`src/rtl/tone_scheduler.sv`:
```
// tone_scheduler
//   Arbitrates and sequences the 4-bit voice code feeding the DAC serializer.
//   Player key tones, game prompt tones and end-of-game jingles are each played
//   as a timed note followed by a silent gap. Priority is jingle > game-over
//   mute > key > prompt; a key may cut short a prompt, a prompt never preempts.
//
// Parameters
//   NOTE_TICKS   note length in clk cycles (1..2^26-1)
//   GAP_TICKS    silent gap after each note in clk cycles (1..2^26-1)
//
// Ports
//   clk, rst       clock, asynchronous active-high reset
//   key_valid/key          player key pulse and note code
//   prompt_valid/key_random game prompt pulse and note code
//   jingle_start/jingle_sel start end-of-game jingle (1 = win, 0 = lose)
//   finish         game-over level; mutes key and prompt tones
//   voice          registered note code, 0 = silence
//   busy           playing a note or gap (not IDLE, not MUTE)
//   key_ack        one-cycle pulse on the first cycle of a key note
//   prompt_ack     one-cycle pulse on the first cycle of a prompt note
//   jingle_done    one-cycle pulse after the final gap of a jingle
module tone_scheduler #(
    parameter int NOTE_TICKS = 12_500_000,
    parameter int GAP_TICKS  = 2_500_000
) (
    input  logic       clk,
    input  logic       rst,
    input  logic       key_valid,
    input  logic [3:0] key,
    input  logic       prompt_valid,
    input  logic [3:0] key_random,
    input  logic       jingle_start,
    input  logic       jingle_sel,
    input  logic       finish,
    output logic [3:0] voice,
    output logic       busy,
    output logic       key_ack,
    output logic       prompt_ack,
    output logic       jingle_done
);

    typedef enum logic [2:0] {IDLE, NOTE, GAP, JNOTE, JGAP, MUTE} state_t;

    localparam logic [25:0] NOTE_LOAD = 26'(NOTE_TICKS - 1);
    localparam logic [25:0] GAP_LOAD  = 26'(GAP_TICKS - 1);

    // win = 1,3,5,8,5,8,10,12 ; lose is a descending scale 8..1
    function automatic logic [3:0] jingle_note(input logic sel, input logic [2:0] idx);
        logic [3:0] n;
        n = 4'd8 - {1'b0, idx};
        if (sel) begin
            case (idx)
                3'd0:    n = 4'd1;
                3'd1:    n = 4'd3;
                3'd2:    n = 4'd5;
                3'd3:    n = 4'd8;
                3'd4:    n = 4'd5;
                3'd5:    n = 4'd8;
                3'd6:    n = 4'd10;
                default: n = 4'd12;
            endcase
        end
        return n;
    endfunction

    state_t      state, state_n;
    logic [25:0] tick, tick_n;
    logic [2:0]  jidx, jidx_n;
    logic        jsel, jsel_n;
    logic        cur_prompt, cur_prompt_n;   // note/gap in progress belongs to a prompt
    logic        kpend, kpend_n, ppend, ppend_n;
    logic [3:0]  kcode, kcode_n, pcode, pcode_n;
    logic [3:0]  voice_n;
    logic        key_ack_n, prompt_ack_n, jdone_n;
    logic        start_key, start_prompt, go_mute;

    always_comb begin
        state_n      = state;
        tick_n       = tick;
        jidx_n       = jidx;
        jsel_n       = jsel;
        cur_prompt_n = cur_prompt;
        // Unconsumed pulses become pending; a newer one replaces the stored code.
        kpend_n      = kpend | key_valid;
        kcode_n      = key_valid ? key : kcode;
        ppend_n      = ppend | prompt_valid;
        pcode_n      = prompt_valid ? key_random : pcode;
        voice_n      = voice;
        key_ack_n    = 1'b0;
        prompt_ack_n = 1'b0;
        jdone_n      = 1'b0;
        start_key    = 1'b0;
        start_prompt = 1'b0;
        go_mute      = 1'b0;

        case (state)
            IDLE: begin
                if (finish)                      go_mute = 1'b1;
                else if (key_valid || kpend)     start_key = 1'b1;
                else if (prompt_valid || ppend)  start_prompt = 1'b1;
            end
            NOTE, GAP: begin
                if (finish) begin
                    go_mute = 1'b1;
                end else if (cur_prompt && key_valid) begin
                    // key aborts the prompt; the prompt is not replayed
                    start_key = 1'b1;
                end else if (tick == 26'd0) begin
                    voice_n = 4'd0;
                    if (state == NOTE) begin
                        state_n = GAP;
                        tick_n  = GAP_LOAD;
                    end else begin
                        state_n = IDLE;
                    end
                end else begin
                    tick_n = tick - 26'd1;
                end
            end
            JNOTE: begin
                if (tick == 26'd0) begin
                    state_n = JGAP;
                    tick_n  = GAP_LOAD;
                    voice_n = 4'd0;
                end else begin
                    tick_n = tick - 26'd1;
                end
            end
            JGAP: begin
                if (tick == 26'd0) begin
                    if (jidx == 3'd7) begin
                        jdone_n = 1'b1;
                        if (finish) go_mute = 1'b1;
                        else        state_n = IDLE;
                    end else begin
                        jidx_n  = jidx + 3'd1;
                        state_n = JNOTE;
                        tick_n  = NOTE_LOAD;
                        voice_n = jingle_note(jsel, jidx + 3'd1);
                    end
                end else begin
                    tick_n = tick - 26'd1;
                end
            end
            MUTE: begin
                kpend_n = 1'b0;
                ppend_n = 1'b0;
                if (!finish) state_n = IDLE;
            end
            default: state_n = IDLE;
        endcase

        if (start_key) begin
            state_n      = NOTE;
            tick_n       = NOTE_LOAD;
            voice_n      = key_valid ? key : kcode;
            key_ack_n    = 1'b1;
            kpend_n      = 1'b0;
            cur_prompt_n = 1'b0;
        end
        if (start_prompt) begin
            state_n      = NOTE;
            tick_n       = NOTE_LOAD;
            voice_n      = prompt_valid ? key_random : pcode;
            prompt_ack_n = 1'b1;
            ppend_n      = 1'b0;
            cur_prompt_n = 1'b1;
        end
        if (go_mute) begin
            state_n = MUTE;
            voice_n = 4'd0;
            kpend_n = 1'b0;
            ppend_n = 1'b0;
        end
        // Jingle start overrides everything, in every state.
        if (jingle_start) begin
            state_n      = JNOTE;
            tick_n       = NOTE_LOAD;
            jidx_n       = 3'd0;
            jsel_n       = jingle_sel;
            voice_n      = jingle_note(jingle_sel, 3'd0);
            kpend_n      = 1'b0;
            ppend_n      = 1'b0;
            key_ack_n    = 1'b0;
            prompt_ack_n = 1'b0;
            jdone_n      = 1'b0;
        end
    end

    always_ff @(posedge clk or posedge rst) begin
        if (rst) begin
            state       <= IDLE;
            tick        <= 26'd0;
            jidx        <= 3'd0;
            jsel        <= 1'b0;
            cur_prompt  <= 1'b0;
            kpend       <= 1'b0;
            kcode       <= 4'd0;
            ppend       <= 1'b0;
            pcode       <= 4'd0;
            voice       <= 4'd0;
            key_ack     <= 1'b0;
            prompt_ack  <= 1'b0;
            jingle_done <= 1'b0;
        end else begin
            state       <= state_n;
            tick        <= tick_n;
            jidx        <= jidx_n;
            jsel        <= jsel_n;
            cur_prompt  <= cur_prompt_n;
            kpend       <= kpend_n;
            kcode       <= kcode_n;
            ppend       <= ppend_n;
            pcode       <= pcode_n;
            voice       <= voice_n;
            key_ack     <= key_ack_n;
            prompt_ack  <= prompt_ack_n;
            jingle_done <= jdone_n;
        end
    end

    assign busy = (state == NOTE) || (state == GAP) || (state == JNOTE) || (state == JGAP);

endmodule

```
`config.mk`:
```
export PLATFORM = sky130hd
export DESIGN_NAME = tone_scheduler
export DESIGN_NICKNAME = d
export VERILOG_FILES = /design/src/rtl/tone_scheduler.sv
export SDC_FILE = /design/constraint.sdc
export NUM_CORES = 1
export LEC_CHECK = 0
export BUFFER_PORTS_ARGS = -buffer_cell sky130_fd_sc_hd__buf_2
export CAP_MARGIN = 0
export CORE_ASPECT_RATIO = 0.6
export CORE_MARGIN = 2
export CORE_UTILIZATION = 65
export DETAILED_ROUTE_END_ITERATION = 8
export PLACE_DENSITY = 0.85
export SLEW_MARGIN = 10
export SYNTH_ARGS = -nofsm -noshare
export SYNTH_HDL_FRONTEND = slang
export SYNTH_SLANG_ARGS = --single-unit
export TNS_END_PERCENT = 100
```
`constraint.sdc`:
```
create_clock -name clk -period 3.75 [get_ports clk]
set_input_delay 0.5625 -clock clk [delete_from_list [all_inputs] [get_ports clk]]
set_output_delay 0.5625 -clock clk [all_outputs]
set_load 0.03 [all_outputs]
```
Word level (Yosys, flattened, before mapping)
Index checks and enable logic that the tools add are counted.

operators by class
  reductions and logical operators = 22
  order comparisons = 0
  add/subtract/negate cells = 3
  eq/ne operators = 24
  shifts and indexed selects = 0
  multiply operators = 0
  bitwise operators = 2
  divide/modulo/power cells = 0
  muxes and demuxes = 74

operators with widths
  operator               number
  $mux 26                10
  $pmux 26 s3            1
  $mux 4                 13
  $ne 6x6->1 const B     8
  $mux 3                 15
  $mux 1                 29
  $logic_not 26->1       1
  $sub 26x1->26 const B  1
  $pmux 4 s5             1
  $eq 3x3->1 const B     6
  $ne 5x5->1 const B     3
  $pmux 3 s5             1
  $eq 3x2->1 const B     4
  $pmux 4 s3             1
  $reduce_and 5->1       2
  $reduce_bool 7->1      1
  $eq 3x1->1 const B     2
  $logic_not 3->1        2
  $reduce_and 6->1       1
  $reduce_bool 2->1      3
  $reduce_bool 6->1      1
  $reduce_or 2->1        3
  $logic_or 1x1->1       5
  $pmux 1 s2             2
  other kinds (8)        9

word-level totals
  bits in read-only memories = 0
  bits in latches = 0
  output and inout bits = 8
  memories = 0
  bits in writable memories = 0
  register bits after elaboration = 51

Logic depth before layout (Yosys ltp)
Gate-level depths: netlist of the first run.

  depth after elaboration = 12
  mapped depth = 9
  depth with buffers taken out = 8

Worst setup path before layout of the first run
No wires, ideal clock.

  path type = input-to-reg
  start point = input prompt_valid
  end point = register tick[9]
  arrival = 2.272 ns
  required time = 3.686 ns
  path slack = 1.414 ns
  stages = 6
  library setup time = 0.064 ns
  path buffers = 0
  cells stage by stage = or4_1 a41o_1 a31oi_1 nand3_1 nor4_1 a21o_1

between the ends
  word-level cells in the longest chain between the ends = 7

ends and longest elaborated chain
  what                                                          RTL line  text
  start, declared                                               30        input logic prompt_valid,
  $logic_or 1x1->1 (*)                                          100       else if (prompt_valid || ppend) start_prompt = 1'b1;
  $mux 1 (*)                                                    100
  $mux 1 (*)                                                    99        else if (key_valid || kpend) start_key = 1'b1;
  $mux 1 (*)                                                    98        if (finish) go_mute = 1'b1;
  $mux 1 (*)                                                    96        case (state)
  $ne 6x6->1 (no line), or another cell as far along            n/a
  $reduce_and 5->1 (no line) / $mux 26 (equally long branches)  n/a
  end signal, assigned                                          207       tick <= tick_n;
  end, declared                                                 67        logic [25:0] tick, tick_n;

Every way passes the cells marked *; elsewhere a longest branch is shown, timed or not.
A chain may end at the register's enable or synchronous reset.

Worst setup path after layout of the first run
  start point = register tick[3]
  end point = register state[1]

between the ends
  word-level cells in the longest chain between the ends = 5

ends and longest elaborated chain
  what                                                         RTL line       text
  $logic_not 26->1 (*)                                         108, 121, 130
  $mux 1                                                       130            if (tick == 26'd0) begin
  $pmux 1 s2                                                   96
  $ne 6x6->1 (no line), or another cell as far along           n/a
  $reduce_and 6->1 (no line) / $mux 3 (equally long branches)  n/a
  end signal, assigned                                         206            state <= state_n;
  end, declared                                                66             state_t state, state_n;

Marks and branches as above.

==> results.md, run 1 <==
* Outcome: finished clean
* Power Density at 498.9 nW/um2
* Worst reg2reg setup slack at 820 ps
* Post-synth cell types at 61
* GRT Util Overall at 0.3333
* Gr ovfl total at 0
* CP required at 3950 ps
* H-Tree Depth at 2
* Hold_buf cts at 0
* Fin nets at 394
* Root Buffer: clkbuf_8
* Post-route insts no fill at 434
* Starting Density at 0.6831
* Deepest clock path buffer count at 2
* I/O Pins at 23
* Min Tclk post-route at 2926 ps
* HPWL Detailed at 6.145 mm
* Skew-Pair Late Insertion Delay at 310 ps
* DRC viols at 0
* Post-synth EDFFs at 0
* Most common cell after layout, fill and taps aside: dfrtp_1
* Vias per cell at 6.959
* Crit Reg-Reg Endpoint: state[1]
* FF-to-FF path depth at 6
* Clock sink count at 51
* Syn Area/Cell at 8.925 um2
* Chip Height at 57.93 um
* Initial antenna violation count at 0
* # fillers at 338
* Post-Syn Area at 3151 um2
* Static Leakage at 0.001433 uW
* CTS clk-pin slew, worst paths at 100 ps
* R2r startpoint: tick[3]
* Max VDD drop at 0.0003170 V
* Die Wd at 93.88 um
* Yosys warns at 0
* Placement row count at 19
* Cell total after placement at 426
* Crit Path Max Fanout at 11
* # diodes at 0
* CTS tree: yes
* Fraction of layout cells with a size suffix above 1 at 0.1482
* # setup viols final at 0
* CP Capture Type: register
* Final hold viol count at 0
* Vias in the first global route at 2788
* Avg WL per Cell at 19.92 um
* DRT iter0 DRCs at 428
* Largest net degree at the start of global routing at 52
* Slew Limit Headroom at 0.2986
* Post-Syn Nets at 377
* Global-route wire length before repair at 13.98 mm
* Sequential fraction of the synthesis area at 0.4051
* Min-delay worst type: primary input to async pin
* Area of the multi-input gates at 1760 um2
* Core Region at 4612 um2
* Routed Antenna Nets at 0
* Worst Tran Pin Value at 1051 ps
* Fmax at 0.3418 GHz
* Top_reg_cell synth: dfrtp_1
* Setup Skew at 9.553 ps
* Critical path start-end classification: register to register
* Syn Inst Count at 353
* Yosys reg bits at 51
* Vias at 3020
* Period utilization at 0.7803
* Post-synth ARST share at 1.000
* Maxcap violations at 0
* Most frequent cells in the layout: dfrtp_1, nand2_1, a21oi_1, o21ai_0, nor2_1
* Number of port buffers at 22
* TNS Setup at 0 ps
* RSZ-0062 raised after global routing: no
* Register Area at 1276 um2
* Worst EP arrival at 3130 ps
* TritonCTS Buffers at 5
* Post-CTS setup buffer count at 0
* CP Launch Type: register
* Drt pass-1 iters at 7
* Die Area at 5438 um2
* Count of pins over their slew limit at 0
* DRT Wirelength at 8.646 mm
* Area delta synth->final at 8.141%
* Routability cong. at 0.9913
* Post-cts resize count at 0
how the worst max path moves through the flow:
stage	from	endpoint	cells past startpoint
final	tick[3]	state[1]	6
after global routing	tick[3]	state[1]	6
after CTS	tick[3]	state[1]	6
after detailed placement	key_valid	tick[18]	7
after global placement	key_valid	tick[9]	7
after floorplan	prompt_valid	tick[9]	6
cells in the mapped netlist (3+ instances only):
cell type,instances,share of area
nor4_1,5,0.0099
and3_1,4,0.0079
clkbuf_1,9,0.011
ha_1,9,0.036
o21ai_0,29,0.046
dfrtp_1,51,0.41
mux2_2,11,0.039
nand3_1,10,0.016
or3_1,4,0.0079
nor2b_1,4,0.0079
and2_1,7,0.014
a31oi_1,8,0.016
o21ai_1,3,0.0048
nand4_1,7,0.014
a221oi_1,3,0.0083
buf_2,4,0.0064
nor2_1,27,0.032
o211ai_1,3,0.0071
nand2_1,30,0.036
nand2b_1,4,0.0079
nor3b_1,4,0.0095
a21oi_1,29,0.046
or4_1,4,0.0095
and4_1,3,0.0083
inv_1,13,0.015
nor3_1,15,0.024
a21o_1,5,0.012
o31ai_1,6,0.014
sequential cells by signal, indices dropped and copies added (netlist names):
signal       count
prompt_ack       1
voice            4
pcode            4
jsel             1
tick            26
kcode            4
cur_prompt       1
state            3
jingle_done      1
kpend            1
key_ack          1
jidx             3
ppend            1
cell type report:
class | count | area share
multi-input combinational | 275 | 0.5167
sequential | 51 | 0.3746
timing repair buffer | 24 | 0.03672
clock buffer | 6 | 0.02424
tap | 63 | 0.02314
inverter | 13 | 0.01432
clock inverter | 2 | 0.01028
power breakdown:
part           internal (uW)  switching (uW)
Clock                    216             186
Sequential               614             101
Combinational            181             402
through the flow:
step,total power [uW],worst slack (ps),hold slack [ps],utilization,instance area (um2)
after floorplan,1117,1414,466.4,-,3151
after global placement,1253,912.0,458.6,0.7132,3289
after detailed placement,1274,870.7,469.0,0.7132,3289
after CTS,1672,877.6,493.1,0.7387,3407
after global routing,1777,698.9,502.9,0.7387,3407
final,1700,824.1,496.4,0.7387,3407
metal layers:
metal	vias to the layer above	track usage	wire [um]
met5	-	0.04630	0
met4	0	0.07660	132
met3	24	0.08973	1237
met2	251	0.4439	3388
met1	1392	0.5333	3888
li1	1353	-	-
worst max-delay path, cell delays in order (launching register included):
cell     delay [ps]
dfrtp_1         480
or4_1           730
nor3_4          290
and3_1          500
a41oi_1         270
a41o_1          300
mux2_2          250
logic make-up after synthesis:
group           share of synthesized area
simple gates                       0.2458
compound gates                     0.2288
flops                              0.4051
buf+inv                           0.03614
mux                               0.04567
fa+ha+maj                         0.03574
xor+xnor                         0.002780
Note: power is estimated with default switching activity, not from simulation.
==> run 2, diff against run 1 <==
CORE_UTILIZATION = 55   (was 65)
PLACE_DENSITY = 0.77   (was 0.85)
clock period = 2.6 ns   (was 3.75 ns; I/O delays follow)
==> results.md, run 2 (synthesis results as in run 1) <==
* Fmax at 0.4060 GHz
* Largest net degree at the start of global routing at 21
* Die Area at 6370 um2
* Vias in the first global route at 2781
* Power Density at 707.0 nW/um2
* Maxcap violations at 0
* Worst Tran Pin Value at 562.8 ps
* Clk network pwr share at 0.214
* Placement row count at 21
* TritonCTS Buffers at 5
* Drt pass-1 iters at 6
* HPWL Detailed at 6.453 mm
* Min-delay worst type: primary input to async pin
* Critical path start-end classification: register to register
* I/O Pins at 23
* CP max-delay cell: dfrtp_1
* Min Tclk post-route at 2463 ps
* Post-route insts no fill at 475
* Starting Density at 0.5683
* Slowest stage delay, CP at 420 ps
* Area delta synth->final at 14.73%
* Combinational Power Share at 0.385
* FF-to-FF path depth at 10
* Global-route wire length before repair at 14.14 mm
* Crit path max-delay family: simple AND/OR/NAND/NOR gates
* Crit path top cell by count: buf_4
* Critical path buffer and inverter count at 2
* DRT Wirelength at 8.728 mm
* Final core occ at 0.6520
* Die Wd at 101.7 um
* DRT iter0 DRCs at 361
* Max VDD drop at 0.0003122 V
* CP required at 2820 ps
* Root Buffer: clkbuf_8
* Fraction of layout cells with a size suffix above 1 at 0.2127
* Routed Antenna Nets at 0
* Gr ovfl total at 0
* Outcome: finished clean
* Fin nets at 419
* Crit Path Max Fanout at 7
* CTS clk-pin slew, worst paths at 90 ps
* Skew-Pair Late Insertion Delay at 310 ps
* Vias per cell at 6.364
* CP Cell Sequence: ha_1 -> ha_2 -> nor4b_1 -> buf_4 -> nor3_1 -> nand4_1 -> and2_4 -> buf_4 -> a21oi_1 -> o21ai_0
* Largest register FFs at 26
* # fillers at 433
* H-Tree Depth at 2
* Switch Pwr at 1010 uW
* DRC viols at 0
* Core Region at 5544 um2
* Top reg by flops: tick
* R2r startpoint: jidx[0]
* GRT Util Overall at 0.2843
* Avg WL per Cell at 18.37 um
* Static Leakage at 0.001544 uW
* Setup Skew at 7.057 ps
* Deepest clock path buffer count at 2
* Sw Share at 0.3954
* Routability cong. at 0.9346
* Worst reg2reg setup slack at 140 ps
* CP Launch Type: register
* # diodes at 0
* Number of port buffers at 22
* Cell total after placement at 467
* Hold_buf cts at 0
* Pint at 1545 uW
* Vias at 3023
* Crit Reg-Reg Endpoint: tick[12]
* # setup viols final at 0
* Clock sink count at 51
* Sequential power share at 0.401
* Most common cell after layout, fill and taps aside: dfrtp_1
* Final hold viol count at 0
* Most frequent cells in the layout: dfrtp_1, nand2_1, a21oi_1, o21ai_0
* Initial antenna violation count at 0
* Count of pins over their slew limit at 0
* Worst EP arrival at 2680 ps
* CTS tree: yes
* Period utilization at 0.9473
* Slew Limit Headroom at 0.6214
* Chip Height at 62.63 um
* CP Capture Type: register
## run 2: final cells by class
class	instances	area, um2	share of cell area
clock inverters	1	30.03	0.008307
multi-input cells	275	1773	0.4905
well taps	80	100.1	0.02769
repair buffers	49	312.8	0.08654
clock buffers	6	72.57	0.02008
inverters	13	48.80	0.01350
flip-flops and latches	51	1277	0.3534
## run 2: power by group through the flow
stage               combinational, uW  sequential, uW  clock, uW
CTS                               937            1020        554
floorplan                         614             997          0
finish                            984            1020        548
detailed placement                925            1030          0
global placement                  915            1030          0
global route                     1060            1040        589
## run 2: routing by layer
layer | share of wire | vias to the layer above | global-route usage
li1 | - | 1398 | -
met1 | 0.47 | 1417 | 0.4592
met2 | 0.40 | 197 | 0.3602
met3 | 0.12 | 11 | 0.09620
met4 | 0.0080 | 0 | 0.05912
met5 | 0 | - | 0
## run 2: repair_timing
action,4_1_cts,5_1_grt
buffers inserted,0,1
gates resized for setup,0,7
setup endpoints to repair,0,24
## run 2: stage by stage
| step | TNS (ps) | total power (uW) | cell area [um2] | hold slack [ps] | worst slack, ps |
|---|---|---|---|---|---|
| after floorplan | 0 | 1611 | 3151 | 466.4 | 279.4 |
| after global placement | 0 | 1940 | 3491 | 380.9 | 185.9 |
| after detailed placement | 0 | 1956 | 3491 | 379.6 | 43.26 |
| after CTS | 0 | 2508 | 3593 | 50.42 | 18.06 |
| after global routing | -117.0 | 2695 | 3615 | 67.16 | -62.50 |
| final | 0 | 2556 | 3615 | 33.79 | 137.1 |
## run 2: worst max-delay path by stage
stage          startpoint  endpoint  cells past startpoint
3_3_place_gp      tick[4]  tick[25]                      6
5_1_grt           jidx[0]  tick[12]                     10
6_report          jidx[0]  tick[12]                     10
3_5_place_dp      tick[4]  tick[12]                      7
2_1_floorplan     tick[3]  tick[25]                      7
4_1_cts           jidx[1]  tick[12]                     10
## run 2: worst register-to-register path, stage by stage (launching register included)
cell     delay (ps)
dfrtp_1         420
ha_1            270
ha_2            230
nor4b_1         300
buf_4           190
nor3_1           50
nand4_1         250
and2_4          260
buf_4           140
a21oi_1          60
o21ai_0         210
